**src/rtl/pulse_stretch_queue_pkg.sv**
```systemverilog
// Shared types and width helpers for the pulse stretch queue.
// The PULSE_MERGE_EN build option is handled in the queue and top files.
package pulse_sync_pkg;

  typedef enum logic [1:0] {
    ST_IDLE = 2'd0,
    ST_HOLD = 2'd1,
    ST_GAP  = 2'd2
  } state_t;

  // Bits needed to hold any value 0..n (never narrower than one bit)
  function automatic int width_for(input int n);
    return (n < 2) ? 1 : $clog2(n + 1);
  endfunction

endpackage

```
**src/rtl/pulse_stretch_queue_fifo.sv**
```systemverilog
// DEPTH x WIDTH register FIFO with occupancy count and registered full/empty.
// With PULSE_MERGE_EN defined, a merge input ORs din into the newest entry.
module pulse_queue
  import pulse_sync_pkg::*;
#(
  parameter int WIDTH = 4,
  parameter int DEPTH = 4
) (
  input  logic                          clk,
  input  logic                          rst,
  input  logic                          push,
  input  logic                          pop,
`ifdef PULSE_MERGE_EN
  input  logic                          merge,
`endif
  input  logic [WIDTH-1:0]              din,
  output logic [WIDTH-1:0]              dout,
  output logic [width_for(DEPTH)-1:0]   level,
  output logic                          full,
  output logic                          empty
);

  localparam int AW = $clog2(DEPTH);
  localparam int LW = width_for(DEPTH);

  logic [WIDTH-1:0] mem_r [DEPTH];
  logic [AW-1:0]    wr_ptr_r;
  logic [AW-1:0]    rd_ptr_r;
  logic [LW-1:0]    level_r;
  logic             full_r;
  logic             empty_r;
  logic             pop_ok_s;
  logic             push_ok_s;
  logic [LW-1:0]    level_nxt_s;

  assign pop_ok_s  = pop && !empty_r;
  assign push_ok_s = push && (!full_r || pop_ok_s);

  // Next occupancy; a simultaneous push and pop leaves it unchanged
  always_comb begin
    level_nxt_s = level_r;
    case ({push_ok_s, pop_ok_s})
      2'b10:   level_nxt_s = level_r + LW'(1);
      2'b01:   level_nxt_s = level_r - LW'(1);
      default: level_nxt_s = level_r;
    endcase
  end

  // Storage, pointers and status flags
  always_ff @(posedge clk or negedge rst) begin
    if (!rst) begin
      for (int i = 0; i < DEPTH; i++) mem_r[i] <= {WIDTH{1'b0}};
      wr_ptr_r <= {AW{1'b0}};
      rd_ptr_r <= {AW{1'b0}};
      level_r  <= {LW{1'b0}};
      full_r   <= 1'b0;
      empty_r  <= 1'b1;
    end else begin
      if (push_ok_s) begin
        mem_r[wr_ptr_r] <= din;
        wr_ptr_r        <= wr_ptr_r + AW'(1);
      end
`ifdef PULSE_MERGE_EN
      else if (merge && full_r) begin
        mem_r[wr_ptr_r - AW'(1)] <= mem_r[wr_ptr_r - AW'(1)] | din;
      end
`endif
      if (pop_ok_s) rd_ptr_r <= rd_ptr_r + AW'(1);
      level_r <= level_nxt_s;
      full_r  <= (level_nxt_s == LW'(DEPTH));
      empty_r <= (level_nxt_s == {LW{1'b0}});
    end
  end

  assign dout  = mem_r[rd_ptr_r];
  assign level = level_r;
  assign full  = full_r;
  assign empty = empty_r;

endmodule

```
**src/rtl/pulse_stretch_queue.sv**
```systemverilog
// Queues single-cycle event vectors and replays each as a HOLD-cycle pulse plus GAP idle cycles.
// Define PULSE_MERGE_EN to OR-merge events into the newest entry when full instead of dropping them.
module pulse_stretch_queue
  import pulse_sync_pkg::*;
#(
  parameter int WIDTH = 4,
  parameter int DEPTH = 4,
  parameter int HOLD  = 2,
  parameter int GAP   = 1
) (
  input  logic                          clk,
  input  logic                          rst,
  input  logic [WIDTH-1:0]              sig_in,
  output logic [WIDTH-1:0]              sig_out,
  output logic                          busy,
  output logic                          overflow,
  output logic [width_for(DEPTH)-1:0]   level
);

  localparam int CW      = width_for((HOLD > GAP) ? HOLD : GAP);
  localparam int HOLD_M1 = HOLD - 1;
  localparam int GAP_M1  = (GAP > 0) ? GAP - 1 : 0;

  state_t           state_r;
  logic [CW-1:0]    cnt_r;
  logic [WIDTH-1:0] sig_out_r;
  logic [WIDTH-1:0] head_s;
  logic             full_s;
  logic             empty_s;
  logic             has_event_s;
  logic             pop_s;
  logic             push_s;
  logic             full_hit_s;

  assign has_event_s = |sig_in;
  assign pop_s       = (state_r == ST_IDLE) && !empty_s;
  assign push_s      = has_event_s && (!full_s || pop_s);
  assign full_hit_s  = has_event_s && full_s && !pop_s;

  pulse_queue #(
    .WIDTH (WIDTH),
    .DEPTH (DEPTH)
  ) u_queue (
    .clk   (clk),
    .rst   (rst),
    .push  (push_s),
    .pop   (pop_s),
`ifdef PULSE_MERGE_EN
    .merge (full_hit_s),
`endif
    .din   (sig_in),
    .dout  (head_s),
    .level (level),
    .full  (full_s),
    .empty (empty_s)
  );

  // Replay FSM: the popped head is held, then forced low for the gap
  always_ff @(posedge clk or negedge rst) begin
    if (!rst) begin
      state_r   <= ST_IDLE;
      cnt_r     <= {CW{1'b0}};
      sig_out_r <= {WIDTH{1'b0}};
    end else begin
      case (state_r)
        ST_IDLE: begin
          if (pop_s) begin
            state_r   <= ST_HOLD;
            cnt_r     <= CW'(HOLD_M1);
            sig_out_r <= head_s;
          end
        end
        ST_HOLD: begin
          if (cnt_r == {CW{1'b0}}) begin
            sig_out_r <= {WIDTH{1'b0}};
            if (GAP == 0) begin
              state_r <= ST_IDLE;
            end else begin
              state_r <= ST_GAP;
              cnt_r   <= CW'(GAP_M1);
            end
          end else begin
            cnt_r <= cnt_r - CW'(1);
          end
        end
        ST_GAP: begin
          if (cnt_r == {CW{1'b0}}) state_r <= ST_IDLE;
          else                     cnt_r   <= cnt_r - CW'(1);
        end
        default: begin
          state_r   <= ST_IDLE;
          cnt_r     <= {CW{1'b0}};
          sig_out_r <= {WIDTH{1'b0}};
        end
      endcase
    end
  end

`ifdef PULSE_MERGE_EN
  assign overflow = 1'b0;
`else
  logic overflow_r;

  // Flag a dropped event for exactly the following cycle
  always_ff @(posedge clk or negedge rst) begin
    if (!rst) overflow_r <= 1'b0;
    else      overflow_r <= full_hit_s;
  end

  assign overflow = overflow_r;
`endif

  assign sig_out = sig_out_r;
  assign busy    = full_s;

endmodule
```
**config.mk**
```make
export PLATFORM = sky130hd
export DESIGN_NAME = pulse_stretch_queue
export DESIGN_NICKNAME = d
export VERILOG_FILES = /design/src/rtl/pulse_stretch_queue_pkg.sv /design/src/rtl/pulse_stretch_queue_fifo.sv /design/src/rtl/pulse_stretch_queue.sv
export SDC_FILE = /design/constraint.sdc
export NUM_CORES = 1
export LEC_CHECK = 0
export ABC_AREA = 1
export BUFFER_PORTS_ARGS = -buffer_cell sky130_fd_sc_hd__buf_2
export CAP_MARGIN = 25
export CORE_UTILIZATION = 45
export DETAILED_ROUTE_END_ITERATION = 7
export PLACE_DENSITY_LB_ADDON = 0.12
export SLEW_MARGIN = 20
export SYNTH_ARGS = -nofsm -noshare
export SYNTH_HDL_FRONTEND = slang
export SYNTH_HIERARCHICAL = 1
export SYNTH_SLANG_ARGS = --single-unit
```
**constraint.sdc**
```tcl
create_clock -name clk -period 3 [get_ports clk]
set_input_delay 0.45 -clock clk [delete_from_list [all_inputs] [get_ports clk]]
set_output_delay 0.45 -clock clk [all_outputs]
set_load 0.03 [all_outputs]
```
======== Word level (Yosys, flattened, before mapping) ========
Cells that the tools add are included.
storage, ports and cells
  flip-flop bits (word level) ............. 34
operators by class
  muxes and demuxes ....................... 17
  add/sub/neg operators ................... 5
  eq/ne operators ......................... 9
  bitwise logic cells ..................... 3
  reductions and logical operators ........ 19
  $lt $le $gt $ge ......................... 3
operators with widths
  operator               count
  $mux W4                5
  $bwmux W16             1
  $pmux W2 S3            2
  $pmux W4 S3            1
  $mux W2                5
  $bmux W4 S2            1
  $demux W4 S2           1
  $ne A2 B2 Y1 const B   4
  $logic_and A1 B1 Y1    7
  $ge A3 B3 Y1 const B   2
  $not A2 Y3             2
  $pmux W3 S2            1
  $reduce_and A3 Y1      2
  $add A2 B1 Y2 const B  2
  $eq A2 B1 Y1 const B   2
  $eq A2 B2 Y1 const B   2
  $logic_not A2 Y1       2
  $reduce_or A4 Y1       1
  $add A3 B1 Y3 const B  1
  $eq A3 B3 Y1 const B   1
  $logic_not A1 Y1       3
  $logic_not A3 Y1       1
  $lt A3 B1 Y1 const B   1
  $sub A3 B1 Y3 const B  1
  4 further kinds        5

======== Depth between registers and ports, before layout ========
Gate-level depths: netlist of the first run.
  depth after elaboration ................. 8
  mapped depth ............................ 14
  mapped depth without buffers ............ 14

======== Cells and area by module ========
The synthesis of the first run kept the hierarchy.
by module, submodules not included
  module               area an instance (um^2)  sequential area each (um^2)  times used  cells an instance
  pulse_queue          1,176.1                  626.9                        1           127
  pulse_stretch_queue  501.7                    225.2                        1           66

======== Worst setup path after synthesis of the first run ========
OpenSTA, ideal clock, no wires.
  path type ............................... reg-to-reg
  from .................................... reg state_r[1]
  to ...................................... reg u_queue.full_r (netlist: u_queue/full)
  period minus slack after synthesis ...... 2.184 ns
  stages on the path, launching flop included .. 12
  path buffers ............................ 0
  path slack .............................. 0.816 ns
  arrival time ............................ 2.106 ns
  cell sequence ........................... dfrtp_1 nor2_1 nand2_1 nand2_1 nand2_1 inv_1 nand2_1 ha_1 fa_1 o21ai_0 nand2_1 a21oi_1
on the way
  longest elaborated chain between the ends .. 8
ends and longest elaborated chain
  element                                       line                            RTL
  start: declaration                            pulse_stretch_queue.sv:24       state_t state_r;
  start signal: assignment                      pulse_stretch_queue.sv:61       state_r <= ST_IDLE;
  start signal: assignment                      pulse_stretch_queue.sv:68       state_r <= ST_HOLD;
  start signal: assignment                      pulse_stretch_queue.sv:77       state_r <= ST_IDLE;
  $logic_not A2 Y1 *                            pulse_stretch_queue.sv:36       assign pop_s = (state_r == ST_IDLE) && !empty_s;
  $logic_and A1 B1 Y1 *                         pulse_stretch_queue.sv:36
  $logic_or A1 B1 Y1 *                          pulse_stretch_queue.sv:37       assign push_s = has_event_s && (!full_s || pop_s);
  $logic_and A1 B1 Y1 *                         pulse_stretch_queue.sv:37
  via push_s                                    pulse_stretch_queue.sv:32       logic push_s;
  $logic_and A1 B1 Y1 *                         pulse_stretch_queue_fifo.sv:37  assign push_ok_s = push && (!full_r || pop_ok_s);
  $eq A2 B1 Y1 or $eq A2 B2 Y1 (tied branches)  pulse_stretch_queue_fifo.sv:42  case ({push_ok_s, pop_ok_s})
  $pmux W3 S2 *                                 pulse_stretch_queue_fifo.sv:42
  $eq A3 B3 Y1 *                                pulse_stretch_queue_fifo.sv:70  full_r <= (level_nxt_s == LW'(DEPTH));
  end signal: assignment                        pulse_stretch_queue_fifo.sv:70
  end: declaration                              pulse_stretch_queue_fifo.sv:30  logic full_r;
Mark *: on every way through the listed nets, which the timed path passes. The rest lies on a longest branch.
A chain may end at the register's enable or synchronous reset.

======== Final worst setup path of the first run ========
Ends and elaborated chain as after synthesis.

==> results of run 1 <==
-- worst min-delay path by stage --
stage               start                end  slack [ns]  depth (start not counted)
2_1_floorplan         rst           cnt_r[0]        0.15                          0
3_3_place_gp   sig_out[2]         sig_out[2]        0.45                          2
3_5_place_dp   sig_out[3]         sig_out[3]        0.46                          2
4_1_cts               rst  u_queue/mem_r[14]        0.25                          1
5_1_grt               rst  u_queue/mem_r[14]        0.29                          1
6_report              rst  u_queue/mem_r[15]        0.23                          1
-- power by group --
group | switching (uW) | internal, uW | total, uW
Clock | 156 | 187 | 343
Sequential | 162 | 677 | 839
Combinational | 654 | 354 | 1010
-- cell type report --
type	instances	area, um^2
fillers	343	1550
multi-input cells	131	717
repair buffers	14	70.1
clock buffers	8	90.1
inverters	27	101
flip-flops and latches	34	852
well taps	46	57.6
-- metrics by stage --
stage                     power [uW]  setup WS [ns]  cell area, um^2
final                           2190          0.612             1890
after global routing            2400          0.298             1890
after CTS                       2210          0.598             1890
after detailed placement        1860          0.623             1800
after global placement          1820          0.692             1800
after floorplan                 1600          0.816             1680
-- state kept, by name, summed over array words and instances (netlist names) --
| name | flops |
|---|---|
| state_r | 2 |
| u_queue/rd_ptr_r | 2 |
| sig_out | 4 |
| u_queue/full | 1 |
| u_queue/wr_ptr_r | 2 |
| cnt_r | 2 |
| u_queue/empty | 1 |
| overflow | 1 |
| u_queue/level | 3 |
| u_queue/mem_r | 16 |
-- routing by layer --
metal	vias to the layer above	part of all wire, %	GRT usage, %
li1	658	-	-
met1	588	48	22.9
met2	23	46	31.5
met3	6	4.5	5.98
met4	0	1.8	6.98
met5	-	0	0
-- placed cells by master, fill, tap and decap left out, types with 2 or more instances in the layout --
cell / netlist / layout
o22ai_1: 4 / 4
nand2_2: 2 / 2
xor2_1: 4 / 4
clkbuf_1: 0 / 2
o21ai_1: 13 / 13
nand3_1: 3 / 3
inv_1: 25 / 25
nand4_1: 5 / 5
nand3_2: 6 / 6
clkbuf_8: 0 / 6
o21ai_0: 14 / 14
a21oi_1: 4 / 4
inv_2: 2 / 2
buf_2: 0 / 14
nand2_1: 46 / 46
dfrtp_1: 33 / 33
nor2_1: 19 / 19
ha_1: 8 / 8
-- worst max-delay path: cells and delay by family (launching register included) --
kind / cells / cell delay, ns
AO/OA/AOI/OAI: 2 / 0.36
adder cells (fa/ha/maj): 2 / 0.67
buffers and inverters: 1 / 0.18
flip-flops: 1 / 0.42
AND/OR/NAND/NOR: 6 / 0.68
-- cells by family (layout without fill, tap and decap cells) --
kind of cell,Yosys count,in the layout,synth area share (%)
flip-flops,34,34,50.8
AO/OA/AOI/OAI,35,35,10.7
XOR/XNOR,4,4,2.09
AND/OR/NAND/NOR,83,83,22.7
adder cells (fa/ha/maj),9,9,7.16
buffers and inverters,28,49,6.49
==> results.cfg, run 1 <==
[status]
status = completed

[clock_network]
cts_max_level = 2
cts.repair.resized = 0
cts_sinks = 34
cts_hold_buffers = 0
cts_setup_buffers = 0
ctsLongestPathBuffers = 2
insertion_delay_ns = 0.28
cts_tree = built
cts_root_buffer = clkbuf_8
path_clk_slew_ns = 0.06
cts_made_buffers = 5

[drt]
drt_pre_antenna_iters = 4
via_per_inst = 4.90
antenna_left = 0
post-route-drc-count = 0
drtIter0Drc = 92
vias = 1275
wl_per_cell_um = 12.3
finalWirelength_um = 3210

[timing]
period_share_pct = 79.6
skew_ns = 0.00334
relSlewSlack_pct = 50.1
max_freq_mhz = 419
worst_pin_slew_ns = 0.749
hold_viol_final = 0
whs_ns = 0.232
setup_violations = 0
rsz0062_at_grt = false
slew_viol_final = 0
post-route-min-period_ns = 2.39
timing.setup.tns_ns = 0

[critical_path]
r2r-end = u_queue/full
r2r_start = state_r[1]
max_stage_delay_ns = 0.43
critPathKind = flop to flop
reg2reg_depth = 11
critPathLaunch = state_r[1]
startpoint_type = flop
worst-path-max-fanout = 6
crit_required_ns = 3.21
critical_path.endpoint = u_queue/full
path_cells = nor2_1, nand2_1, nand2_1, nand2_1, inv_1, nand2_1, ha_1, fa_1, o21ai_0, nand2_1, a21oi_1
cp.arrival_ns = 2.60
cp_common_cell = nand2_1
end_kind = flop
critPathSlowestCell = fa_1
r2r_slack_ns = 0.61

[floorplanning]
die_w_um = 63.1
num_rows = 21
core_area_um2 = 3440
top_level_ports = 15
fp.dieArea_um2 = 3980
start_util_pct = 48.7
fp.dieH_um = 63.1

[worst_hold_path]
hold_path.class = primary input to asynchronous set/reset pin

[global_routing]
grt_pass1_vias = 1282
overflow = 0
track_usage_pct = 19.0
grt_pass1_wl_um = 5690
grt_max_degree = 35
antenna_found_initial = 0

[logic_synthesis]
yosys_warnings = 6
synthTopCellsByArea = dfrtp_1, nand2_1, ha_1, inv_1, nor2_1
synth_cells = 193
synth-seq-cells = 34
synthArstFlopShare_pct = 100
ys.flop_type = dfrtp_1
seq_area_frac_synth_pct = 50.8
synth.top_cell.area_share_pct = 49.2
yosysMostFrequentCell = nand2_1
synth_top_area_cell = dfrtp_1
synth_edf_count = 0
synth_area_um2 = 1680
yosysUniqueCellTypes = 20
ys_top_cells_by_count = nand2_1, dfrtp_1, inv_1
synth_nets = 208
avgSynthCellArea_um2 = 8.69

[power_and_ir_drop]
p_leak_uw = 0.00101
irDropWorstVdd_v = 0.000601
power_density_nw_per_um2 = 1160

[finish]
layoutNonFillerInstCount = 260
syn2layout_area_growth_pct = 12.5
final_util_pct = 54.9
nNetsFinal = 228
num_antenna_cells = 0
drive_above_1_share_pct = 15.0

[placed_design]
dp.cells = 252
numPortBuffers = 14
hpwlAfterDp_um = 2380
routabilityCongestion = 0.758

[job]
maxCapViolCount = 0
Power figures use the tool's default switching activity.
==> inputs of run 2 (changes only) <==
- ABC_AREA: 1 -> 0
- clock period: 3 -> 2.5 ns (I/O delays scaled with it)
==> run 2 against run 1 <==
  * Synthesized cell count is 30% lower
  * Count of clock-buffer cells in the layout is 3 lower
  * Flip-flop and latch count stayed put
  * Non-clock buffer count is 9 higher
==> results.cfg, run 2 <==
[status]
status = completed

[global_routing]
grt_max_degree = 35
track_usage_pct = 17.7
grt_pass1_vias = 1166
grt_pass1_wl_um = 5600
overflow = 0
antenna_found_initial = 0

[critical_path]
startpoint_type = flop
cpLargestDelayFamily = simple AND/OR/NAND/NOR gates
crit_required_ns = 2.67
crit_cells = 9
cp_num_buf_inv = 1
critPathKind = flop to flop
end_kind = flop
critPathSlowestCell = or3_4
cp.arrival_ns = 2.59
max_stage_delay_ns = 0.41
reg2reg_depth = 9
path_cells = or3_4, a21oi_4, a21boi_4, inv_2, ha_4, fa_2, xnor2_2, o21a_1, or2_4
worst-path-max-fanout = 3

[logic_synthesis]
synth_top_area_cell = dfrtp_1
synth_compound_area_share_pct = 9.66
synth-seq-cells = 34
synthArstFlopShare_pct = 100
synth_cells = 135
ys.flop_type = dfrtp_1
avgSynthCellArea_um2 = 13.3
synth_top_family_by_area = multiplexers
synth-xor-area-share_pct = 3.41
synth.top_cell.area_share_pct = 45.9
synth_edf_count = 0
yosys.area_share.simple_pct = 12.2
synthAdderAreaFrac_pct = 6.67
synth_mux_area_share_pct = 17.0
yosysMostFrequentCell = dfrtp_1
yosysUniqueCellTypes = 44
synth_nets = 150
synth_area_um2 = 1800
ys_top_cells_by_count = dfrtp_1, mux2_1, ha_1
seq_area_frac_synth_pct = 47.3
yosys_warnings = 6
synthTopCellsByArea = dfrtp_1, mux2_1, ha_1, mux4_2, a21oi_4

[clock_network]
ctsLongestPathBuffers = 2
cts_tree = built
cts_sinks = 34
cts_made_buffers = 5
cts_hold_buffers = 0
cts_root_buffer = clkbuf_8
path_clk_slew_ns = 0.07
insertion_delay_ns = 0.29
cts_max_level = 2

[drt]
wl_per_cell_um = 15.1
drtIter0Drc = 87
drt_pre_antenna_iters = 4
antenna_left = 0
via_per_inst = 5.34
finalWirelength_um = 3140
post-route-drc-count = 0
vias = 1110

[finish]
regMostFlops = u_queue/mem_r
most-common-layout-cells = dfrtp_1, mux2_1, buf_2
final_common_cell = dfrtp_1
nNetsFinal = 174
drive_above_1_share_pct = 35.6
nFillCells = 323
syn2layout_area_growth_pct = 19.5
layoutNonFillerInstCount = 208
largest_reg_flops = 16
num_antenna_cells = 0
final_util_pct = 57.5

[timing]
skew_ns = 0.00516
worst_pin_slew_ns = 0.745
hold_viol_final = 0
max_freq_mhz = 413
setup_violations = 0
timing.setup.tns_ns = 0
slew_viol_final = 0
post-route-min-period_ns = 2.42
rsz0062_at_grt = false
relSlewSlack_pct = 50.3
period_share_pct = 96.8

[floorplanning]
die_w_um = 65.3
top_level_ports = 15
fp.dieArea_um2 = 4260
num_rows = 22
start_util_pct = 48.1
fp.dieH_um = 65.3
core_area_um2 = 3740

[power_and_ir_drop]
p_leak_uw = 0.000956
irDropWorstVdd_v = 0.000539
power_density_nw_per_um2 = 1490

[placed_design]
dp.cells = 199
numPortBuffers = 14
hpwlAfterDp_um = 2270
routabilityCongestion = 0.790

[job]
maxCapViolCount = 0

[worst_hold_path]
hold_path.class = primary input to asynchronous set/reset pin
run 2: changes by cell type after synthesis, sizes merged, moves of 4 or more:
cell | previous run | this run
nand2 | 49 | 6
o21ai | 27 | 1
inv | 27 | 7
mux2 | 0 | 18
nor2 | 19 | 2
nand3 | 9 | 0
xnor2 | 0 | 6
nand4 | 5 | 0
mux4 | 0 | 4
nor4b | 0 | 4
o22ai | 4 | 0
run 2: layout make-up:
class / count / area [um^2] / share of cell area (%)
clock buffers: 5 / 68.8 / 3.20
clock inverters: 3 / 68.8 / 3.20
inverters: 7 / 26.3 / 1.22
multi-input cells: 88 / 937 / 43.6
flip-flops and latches: 34 / 852 / 39.6
well taps: 48 / 60.1 / 2.79
repair buffers: 23 / 138 / 6.40
run 2: metrics by stage:
step                      hold WS [ns]  total power (uW)  instance area [um^2]  setup slack, ns
after floorplan                 0.0794              2240                  1850          -0.0150
after detailed placement         0.473              2590                  2000           0.0734
final                            0.152              3190                  2150           0.0802
after CTS                        0.172              3210                  2140           0.0591
after global placement           0.463              2530                  2000            0.110
after global routing             0.213              3430                  2150          0.00857
run 2: cells by family after synthesis:
family / Yosys count
fa+ha+maj: 9
compound gates: 17
flops: 34
mux: 23
simple gates: 32
buf+inv: 13
xor+xnor: 7
run 2: worst register-to-register path, cell delays in order, from the launching register on:
cell	delay, ns
dfstp_2	0.37
or3_4	0.41
a21oi_4	0.16
a21boi_4	0.19
inv_2	0.06
ha_4	0.17
fa_2	0.38
xnor2_2	0.17
o21a_1	0.19
or2_4	0.22
run 2: where the power goes:
part	switching, uW	internal [uW]
logic	746	806
clock network	210	399
registers	212	822
run 2: layer usage:
layer	global-route usage (%)	part of all wire (%)	wire, um
met1	23.3	48	1510
met2	27.4	48	1490
met3	5.21	3.2	99
met4	6.52	1.2	38
met5	0	0	0
run 2: final timing paths:
check | from | end | slack, ns
min in group clk | sig_in[1] | u_queue/mem_r[5] | 0.37
hold reg to reg | u_queue/mem_r[8] | u_queue/mem_r[8] | 0.49
setup / recovery | u_queue/empty | u_queue/level[2] | 0.08
max in group asynchronous | rst | u_queue/mem_r[4] | 1.87
hold / removal | rst | cnt_r[1] | 0.15
setup reg to reg | u_queue/empty | u_queue/level[2] | 0.08
run 2: what timing repair did:
| action | in CTS | in global routing |
|---|---|---|
| gates resized for setup | 0 | 1 |
| buffers inserted | 0 | 1 |
| endpoints found under the setup margin | 0 | 3 |
| hold endpoints to repair | 0 | 0 |
